<file path="src/rtl/sd_dat_tx.sv">
// rtl/sd_dat_tx.sv - SD DAT0 1-bit block writer: FIFO words to start/data/CRC16/end, CRC token and busy handling
module sd_dat_tx #(
    parameter int STATUS_TIMEOUT = 64,
    parameter int CNT_WIDTH      = 16
) (
    input  logic                 CLK,
    input  logic                 RESET,
    input  logic                 start_transfer,
    input  logic                 stop,
    input  logic [11:0]          block_size,
    input  logic [CNT_WIDTH-1:0] block_count,
    input  logic [31:0]          data_from_fifo,
    input  logic                 fifo_empty,
    input  logic                 dat_in,
    output logic                 fifo_read,
    output logic                 dat_out,
    output logic                 dat_oe,
    output logic                 sd_clk_en,
    output logic                 active,
    output logic                 transfer_done,
    output logic                 crc_status_error,
    output logic                 token_timeout_error,
    output logic                 size_error
);

    localparam int TMO_W = $clog2(STATUS_TIMEOUT + 1);
    localparam logic [TMO_W-1:0] TMO_LAST = TMO_W'(STATUS_TIMEOUT - 1);

    typedef enum logic [3:0] {
        S_IDLE, S_FETCH, S_LOAD, S_START, S_DATA, S_WAIT_FIFO, S_RELOAD,
        S_CRC, S_END, S_STATUS, S_TOKEN, S_BUSY
    } state_t;

    state_t               state_q, state_d;
    logic [CNT_WIDTH-1:0] blocks_q, blocks_d;
    logic [11:0]          nwords_q, nwords_d;
    logic [11:0]          words_q, words_d;
    logic [31:0]          shift_q, shift_d;
    logic [4:0]           bit_cnt_q, bit_cnt_d;
    logic [15:0]          crc_q, crc_d;
    logic [3:0]           crc_cnt_q, crc_cnt_d;
    logic [TMO_W-1:0]     tmo_q, tmo_d;
    logic [2:0]           tok_q, tok_d;
    logic [1:0]           tok_cnt_q, tok_cnt_d;
    logic                 pend_q, pend_d;
    logic                 last_bit_q, last_bit_d;
    logic                 done_q, done_d;
    logic                 crc_err_q, crc_err_d;
    logic                 tmo_err_q, tmo_err_d;
    logic                 size_err_q, size_err_d;

    function automatic logic [15:0] crc_next(input logic [15:0] c, input logic b);
        logic fb;
        fb = c[15] ^ b;
        return {c[14:0], 1'b0} ^ (fb ? 16'h1021 : 16'h0000);
    endfunction

    always_ff @(posedge CLK or negedge RESET) begin
        if (!RESET) begin
            state_q    <= S_IDLE;
            blocks_q   <= '0;
            nwords_q   <= '0;
            words_q    <= '0;
            shift_q    <= '0;
            bit_cnt_q  <= '0;
            crc_q      <= '0;
            crc_cnt_q  <= '0;
            tmo_q      <= '0;
            tok_q      <= '0;
            tok_cnt_q  <= '0;
            pend_q     <= 1'b0;
            last_bit_q <= 1'b1;
            done_q     <= 1'b0;
            crc_err_q  <= 1'b0;
            tmo_err_q  <= 1'b0;
            size_err_q <= 1'b0;
        end else begin
            state_q    <= state_d;
            blocks_q   <= blocks_d;
            nwords_q   <= nwords_d;
            words_q    <= words_d;
            shift_q    <= shift_d;
            bit_cnt_q  <= bit_cnt_d;
            crc_q      <= crc_d;
            crc_cnt_q  <= crc_cnt_d;
            tmo_q      <= tmo_d;
            tok_q      <= tok_d;
            tok_cnt_q  <= tok_cnt_d;
            pend_q     <= pend_d;
            last_bit_q <= last_bit_d;
            done_q     <= done_d;
            crc_err_q  <= crc_err_d;
            tmo_err_q  <= tmo_err_d;
            size_err_q <= size_err_d;
        end
    end

    always_comb begin
        state_d    = state_q;
        blocks_d   = blocks_q;
        nwords_d   = nwords_q;
        words_d    = words_q;
        shift_d    = shift_q;
        bit_cnt_d  = bit_cnt_q;
        crc_d      = crc_q;
        crc_cnt_d  = crc_cnt_q;
        tmo_d      = tmo_q;
        tok_d      = tok_q;
        tok_cnt_d  = tok_cnt_q;
        pend_d     = pend_q;
        last_bit_d = last_bit_q;
        done_d     = 1'b0;
        crc_err_d  = crc_err_q;
        tmo_err_d  = tmo_err_q;
        size_err_d = size_err_q;
        fifo_read  = 1'b0;
        dat_oe     = 1'b0;
        dat_out    = 1'b1;
        sd_clk_en  = 1'b0;

        case (state_q)
            S_IDLE: begin
                if (start_transfer) begin
                    blocks_d   = block_count;
                    nwords_d   = block_size >> 2;
                    words_d    = block_size >> 2;
                    crc_err_d  = 1'b0;
                    tmo_err_d  = 1'b0;
                    size_err_d = 1'b0;
                    if (block_count == '0) begin
                        done_d = 1'b1;
                    end else if (block_size[11:2] == 10'd0) begin
                        size_err_d = 1'b1;
                        done_d     = 1'b1;
                    end else begin
                        state_d = S_FETCH;
                    end
                end
            end
            S_FETCH: begin
                if (!fifo_empty) begin
                    fifo_read = 1'b1;
                    state_d   = S_LOAD;
                end
            end
            S_LOAD: begin
                shift_d   = data_from_fifo;
                crc_d     = '0;
                bit_cnt_d = 5'd31;
                words_d   = words_q - 12'd1;
                state_d   = S_START;
            end
            S_START: begin
                dat_oe    = 1'b1;
                dat_out   = 1'b0;
                sd_clk_en = 1'b1;
                pend_d    = 1'b0;
                state_d   = S_DATA;
            end
            S_DATA: begin
                dat_oe     = 1'b1;
                dat_out    = shift_q[31];
                sd_clk_en  = 1'b1;
                crc_d      = crc_next(crc_q, shift_q[31]);
                shift_d    = {shift_q[30:0], 1'b0};
                last_bit_d = shift_q[31];
                bit_cnt_d  = bit_cnt_q - 5'd1;
                // Pop one bit early so the next word is on data_from_fifo exactly at bit 0.
                if (bit_cnt_q == 5'd1 && words_q != '0 && !fifo_empty) begin
                    fifo_read = 1'b1;
                    pend_d    = 1'b1;
                end
                if (bit_cnt_q == 5'd0) begin
                    if (words_q == '0) begin
                        crc_cnt_d = 4'd15;
                        state_d   = S_CRC;
                    end else if (pend_q) begin
                        shift_d   = data_from_fifo;
                        bit_cnt_d = 5'd31;
                        words_d   = words_q - 12'd1;
                        pend_d    = 1'b0;
                    end else begin
                        state_d = S_WAIT_FIFO;
                    end
                end
            end
            S_WAIT_FIFO: begin
                dat_oe  = 1'b1;
                dat_out = last_bit_q;
                if (!fifo_empty) begin
                    fifo_read = 1'b1;
                    state_d   = S_RELOAD;
                end
            end
            S_RELOAD: begin
                dat_oe    = 1'b1;
                dat_out   = last_bit_q;
                shift_d   = data_from_fifo;
                bit_cnt_d = 5'd31;
                words_d   = words_q - 12'd1;
                state_d   = S_DATA;
            end
            S_CRC: begin
                dat_oe    = 1'b1;
                dat_out   = crc_q[15];
                sd_clk_en = 1'b1;
                crc_d     = {crc_q[14:0], 1'b0};
                crc_cnt_d = crc_cnt_q - 4'd1;
                if (crc_cnt_q == 4'd0) begin
                    state_d = S_END;
                end
            end
            S_END: begin
                dat_oe    = 1'b1;
                sd_clk_en = 1'b1;
                tmo_d     = '0;
                state_d   = S_STATUS;
            end
            S_STATUS: begin
                sd_clk_en = 1'b1;
                if (!dat_in) begin
                    tok_cnt_d = 2'd0;
                    state_d   = S_TOKEN;
                end else if (tmo_q == TMO_LAST) begin
                    tmo_err_d = 1'b1;
                    done_d    = 1'b1;
                    state_d   = S_IDLE;
                end else begin
                    tmo_d = tmo_q + TMO_W'(1);
                end
            end
            S_TOKEN: begin
                // Three token bits, then the token end bit, which carries no information.
                sd_clk_en = 1'b1;
                tok_cnt_d = tok_cnt_q + 2'd1;
                if (tok_cnt_q != 2'd3) begin
                    tok_d = {tok_q[1:0], dat_in};
                end else if (tok_q != 3'b010) begin
                    crc_err_d = 1'b1;
                    done_d    = 1'b1;
                    state_d   = S_IDLE;
                end else begin
                    state_d = S_BUSY;
                end
            end
            S_BUSY: begin
                sd_clk_en = 1'b1;
                if (dat_in) begin
                    blocks_d = blocks_q - CNT_WIDTH'(1);
                    if (blocks_q == CNT_WIDTH'(1) || stop) begin
                        done_d  = 1'b1;
                        state_d = S_IDLE;
                    end else begin
                        words_d = nwords_q;
                        state_d = S_FETCH;
                    end
                end
            end
            default: state_d = S_IDLE;
        endcase
    end

    assign active              = (state_q != S_IDLE);
    assign transfer_done       = done_q;
    assign crc_status_error    = crc_err_q;
    assign token_timeout_error = tmo_err_q;
    assign size_error          = size_err_q;

endmodule

</file>
<file path="config.mk">
export PLATFORM = sky130hd
export DESIGN_NAME = sd_dat_tx
export DESIGN_NICKNAME = d
export VERILOG_FILES = /design/src/rtl/sd_dat_tx.sv
export SDC_FILE = /design/constraint.sdc
export NUM_CORES = 1
export LEC_CHECK = 0
export ABC_AREA = 1
export CORE_UTILIZATION = 54
export DETAILED_ROUTE_END_ITERATION = 12
export PLACE_DENSITY = 0.77
export SETUP_SLACK_MARGIN = 0.5
export SLEW_MARGIN = 20
export SYNTH_ARGS = -nofsm -noshare
export SYNTH_HDL_FRONTEND = slang
export SYNTH_SLANG_ARGS = --single-unit
</file>
<file path="constraint.sdc">
create_clock -name CLK -period 2.6 [get_ports CLK]
set_input_delay 0.52 -clock CLK [delete_from_list [all_inputs] [get_ports CLK]]
set_output_delay 0.52 -clock CLK [all_outputs]
set_load 0.01 [all_outputs]
</file>
* Word-level counts from Yosys, hierarchy flattened
Cells that the tools add are included.
** Word-level totals
- Bits in registers :: 117
- Bits of input ports :: 66
- Output and inout bits :: 9
- Word-level logic and storage cells :: 172
** Operators by class
- Add/sub/neg operators :: 6
- Eq/ne operators :: 36
- Muxes and demuxes :: 73
- Bitwise logic cells :: 2
- Reduce and logical (&&, ||, !) cells :: 38
** Operators by type and width (count)
- two-way mux 32 bit :: 3
- two-way mux 12 bit :: 6
- two-way mux 4 bit :: 16
- case mux 32 bit (2 select lines) :: 1
- case mux 12 bit (4 select lines) :: 1
- case mux 16 bit (3 select lines) :: 1
- case mux 4 bit (11 select lines) :: 1
- != test 2 bit, second input constant :: 19
- two-way mux 16 bit :: 2
- case mux 16 bit (2 select lines) :: 1
- two-way mux 1 bit :: 24
- equality test 16 x 1 -> 1 bit, second input constant :: 1
- equality test 4 x 3 -> 1 bit, second input constant :: 4
- equality test 4 bit, second input constant :: 4
- zero test 16 bit :: 1
- nonzero test 2 bit :: 8
- subtractor 16 x 1 -> 16 bit, second input constant :: 1
- bitwise XOR 16 x 13 -> 16 bit :: 1
- two-way mux 5 bit :: 3
- two-way mux 7 bit :: 2
- case mux 7 bit (2 select lines) :: 1
- two-way mux 13 bit :: 1
- zero test 12 bit :: 1
- nonzero test 12 bit :: 1
- other kinds (34) :: 51

* Depth between registers and ports, before layout
- Depth in word-level cells :: 8
- Mapped depth :: 13
- Mapped depth without buffers :: 13

* Least setup slack after synthesis
Ideal clock, no wire load.
- Path kind :: reg2out
- Start :: register state_q[0]
- End :: output port dat_out
- Arrival :: 1163 ps
- Data required time :: 2080 ps
- Path slack :: 917 ps
- Cell stages (with the launch flop) :: 8
- Path buffers :: 1
- Cell sequence :: dfrtp_1 -> buf_2 -> nand2_1 -> nor2_1 -> nor2_1 -> inv_1 -> a22oi_1 -> o2111ai_1
** Between the ends
- Word-level cells in the longest chain between the ends :: 3
- Elaborated cells on any way between the ends :: 7
- Those cells by class :: eq/ne (5); mux (1); reduce/logical (1)
** RTL lines
- start, declared :: RTL line 34 : state_t state_q, state_d;
- start signal, assigned :: RTL line 78 : state_q <= state_d;
- equality test 4 x 3 -> 1 bit :: RTL line 121 : case (state_q)
- OR reduction 2 bit (no line)
- case mux 1 bit (4 select lines) (*) :: RTL line 121
- end, declared :: RTL line 16 : output logic dat_out,
Mark *: on every way between the ends. The rest lies on a longest branch, timed or not.

* Worst setup path after layout
Ends and elaborated chain as after synthesis.

==> results.json <==
{
  "htree_levels": 4,
  "period_minus_slack_ns": 2.30,
  "design.die.area_sq_mm": 0.0130,
  "antenna_cells": 0,
  "first_pass_iters": 8,
  "num_rows": 40,
  "start_util": 0.561,
  "ys_seq_area_frac": 0.431,
  "synth_top_family_by_area": "simple AND/OR/NAND/NOR gates",
  "syn_area_sq_mm": 0.00679,
  "clock_latency_ns": 0.43,
  "cp_top_family": "flip-flops",
  "drtIter0Drc": 558,
  "fill_cells": 949,
  "drc_errors": 0,
  "synthesis.nets": 1013,
  "fin_tns_setup_ns": 0,
  "die_x_um": 114,
  "cts_buffer_depth": 2,
  "synth_fa_ha_area_frac": 0.0184,
  "grt_overflow": 0,
  "multiInputGateArea_sq_mm": 0.00341,
  "setup_viol": 0,
  "crit_top_cell": "nor2_2",
  "synth_most_common_cell": "nand2_1",
  "drtAntennaViolNets": 0,
  "area_growth_pct": 28.4,
  "crit_path_max_incr_delay_ns": 0.49,
  "nets": 1125,
  "clk_pin_slew_ns": 0.06,
  "end_kind": "output pin",
  "rr_startpoint": "words_q[1]",
  "path_class": "reg2out",
  "cp.required_ns": 2.08,
  "synthTopCellsByArea": "dfrtp_1 (43%), nand2_1 (17%), inv_1 (6.0%)",
  "finalPower_w": 0.0105,
  "critPathLaunchType": "flop",
  "io_buffers": 72,
  "rsz0062_at_grt": "true",
  "finClkSkew_ns": 0.00882,
  "postSynthCellCount": 937,
  "synth.avg_cell_area_sq_um": 7.25,
  "grt_pass1_wl_um": 27400,
  "hold_path.class": "in2async",
  "cp_data_arrival_time_ns": 1.78,
  "fin_area_sq_mm": 0.00872,
  "yosys.area.top_type_share": 0.428,
  "regArea_sq_mm": 0.00294,
  "via_per_inst": 5.39,
  "maxCapViolCount": 0,
  "ios": 75,
  "synth_top_cell_by_area": "dfrtp_1",
  "dieHeight_um": 114,
  "critPathSlowestCell": "dfrtp_2",
  "place_hpwl_um": 10400,
  "slew_viol_final": 0,
  "synth_xor_area_frac": 0.0116,
  "place_congestion": 0.910,
  "cts_tree": "done",
  "crit_start": "state_q[0]",
  "drive_gt1_frac": 0.144,
  "antenna_found_initial": 0,
  "synth-seq-cells": 117,
  "ys_warn_count": 0,
  "min_period_over_period": 0.883,
  "dr_total_vias": 6616,
  "cts_buffers": 17,
  "place_area_sq_mm": 0.00769,
  "synth_compound_area_frac": 0.0945,
  "relSlewSlack": 0.671,
  "report.final.hold_viol_count": 0,
  "core_area_sq_mm": 0.0121,
  "clock_sinks": 117,
  "synth_edf_count": 0,
  "critPathBufInv": 3,
  "worstPathCellList": "inv_2, nand2_2, nor2_2, nor2_2, inv_1, a22oi_2, o2111ai_2, buf_2",
  "path_max_fanout": 6,
  "synthArstFlopShare": 1.00,
  "leakagePower_nw": 4.32,
  "synth-main-ff-cell": "dfrtp_1",
  "track_usage": 0.265,
  "ys_types": 41,
  "worst_slew_pin_slew_ns": 0.492,
  "cts_root_buffer": "clkbuf_16",
  "ys_top_cells_by_count": "nand2_1 (300), dfrtp_1 (116), inv_1 (109)",
  "ir_drop_mv": 0.907,
  "wirelength_um": 17100,
  "synthSimpleGateAreaFrac": 0.356,
  "grt_max_degree": 68,
  "muxShareOfSynthArea": 0,
  "grt_pass1_vias": 5919,
  "fmax_mhz": 436,
  "status": "complete, no violations",
  "powerDensity_mw_per_mm2": 1210,
  "wl_per_cell_um": 14.0
}
## worst paths after layout
check	cells after the start	slack [ns]	endpoint
max in group asynchronous	2	1.83	last_bit_q
min in group CLK	2	0.47	shift_q[25]
worst max-delay path	8	0.30	dat_out
worst min register to register	2	0.47	shift_q[25]
worst min-delay path	1	0.04	blocks_q[12]
worst max register to register	12	0.57	shift_q[19]
## cell usage in the layout, fill, tap and decap left out, types with 4 or more instances in the layout
cell type,count
nand2_1,295
nor3_1,8
nor2_1,77
buf_4,45
xor2_1,7
nand2_4,5
buf_6,7
nand2_2,8
o21ai_1,6
o211ai_1,9
nand3_1,77
dfrtp_1,111
inv_2,8
o21ai_0,51
o22ai_1,17
a21oi_1,11
a22oi_1,7
nand3b_1,35
ha_1,9
clkbuf_8,9
nor2_2,11
clkbuf_16,17
nand3_2,4
nand4_1,9
dfrtp_2,5
inv_1,103
clkdlybuf4s50_1,66
nor2_4,7
## routing by layer
| metal | GRT usage | wire [um] | vias up |
|---|---|---|---|
| li1 | - | - | 3229 |
| met1 | 0.365 | 7570 | 3087 |
| met2 | 0.411 | 8110 | 247 |
| met3 | 0.0593 | 971 | 53 |
| met4 | 0.0996 | 460 | 0 |
| met5 | 0 | 0 | - |
## what timing repair did
item	4_1_cts	5_1_grt
endpoints found under the setup margin	14	21
hold endpoints to repair	0	0
buffers inserted	16	20
hold buffers	0	0
pin swaps	5	9
gates resized for setup	50	29
## final cells by class
cell class / instances / share of cell area
inverters: 115 / 0.0509
clock buffers: 26 / 0.0630
well taps: 168 / 0.0241
repair buffers: 124 / 0.132
clock inverters: 3 / 0.00172
flip-flops and latches: 117 / 0.337
multi-input cells: 674 / 0.391
## per-stage QoR
stage                     instances  hold slack, ns  setup WS (ns)  utilization
after global placement         1162           0.454        -0.0384        0.635
after floorplan                 937           0.224          0.917            -
after detailed placement       1162           0.456        -0.0475        0.635
after CTS                      1207          0.0456          0.387        0.698
after global routing           1227          0.0647          0.236        0.720
final                          1227          0.0431          0.305        0.720
## worst register-to-register path, delay by kind of cell, from the launching register on
kind                     cells  cell delay (ns)
adder cells (fa/ha/maj)      1             0.17
buffers and inverters        4             0.64
flip-flops                   1             0.40
AND/OR/NAND/NOR              7             0.72
## power by group
group          switching [W]  total (W)  internal, W  leakage [nW]
sequential          0.000554    0.00315      0.00260          1.47
combinational        0.00306    0.00513      0.00207          2.56
clock               0.000803    0.00223      0.00142         0.286
total                0.00442     0.0105      0.00609          4.32
## sequential cells by signal, indices dropped and copies added, names as in the netlist
signal               cells
crc_q                   16
tmo_q                    7
bit_cnt_q                5
state_q                  4
token_timeout_error      1
tok_cnt_q                2
size_error               1
pend_q                   1
transfer_done            1
crc_cnt_q                4
shift_q                 32
last_bit_q               1
blocks_q                16
nwords_q                10
tok_q                    3
words_q                 12
crc_status_error         1
## cell families (layout without fill, tap and decap cells)
group | count (synthesis) | count (layout)
AO/OA/AOI/OAI | 111 | 111
XOR/XNOR | 9 | 9
adder cells (fa/ha/maj) | 10 | 10
buffers and inverters | 146 | 268
flip-flops | 117 | 117
AND/OR/NAND/NOR | 544 | 544
No activity file was read; power rests on OpenSTA's default activity.
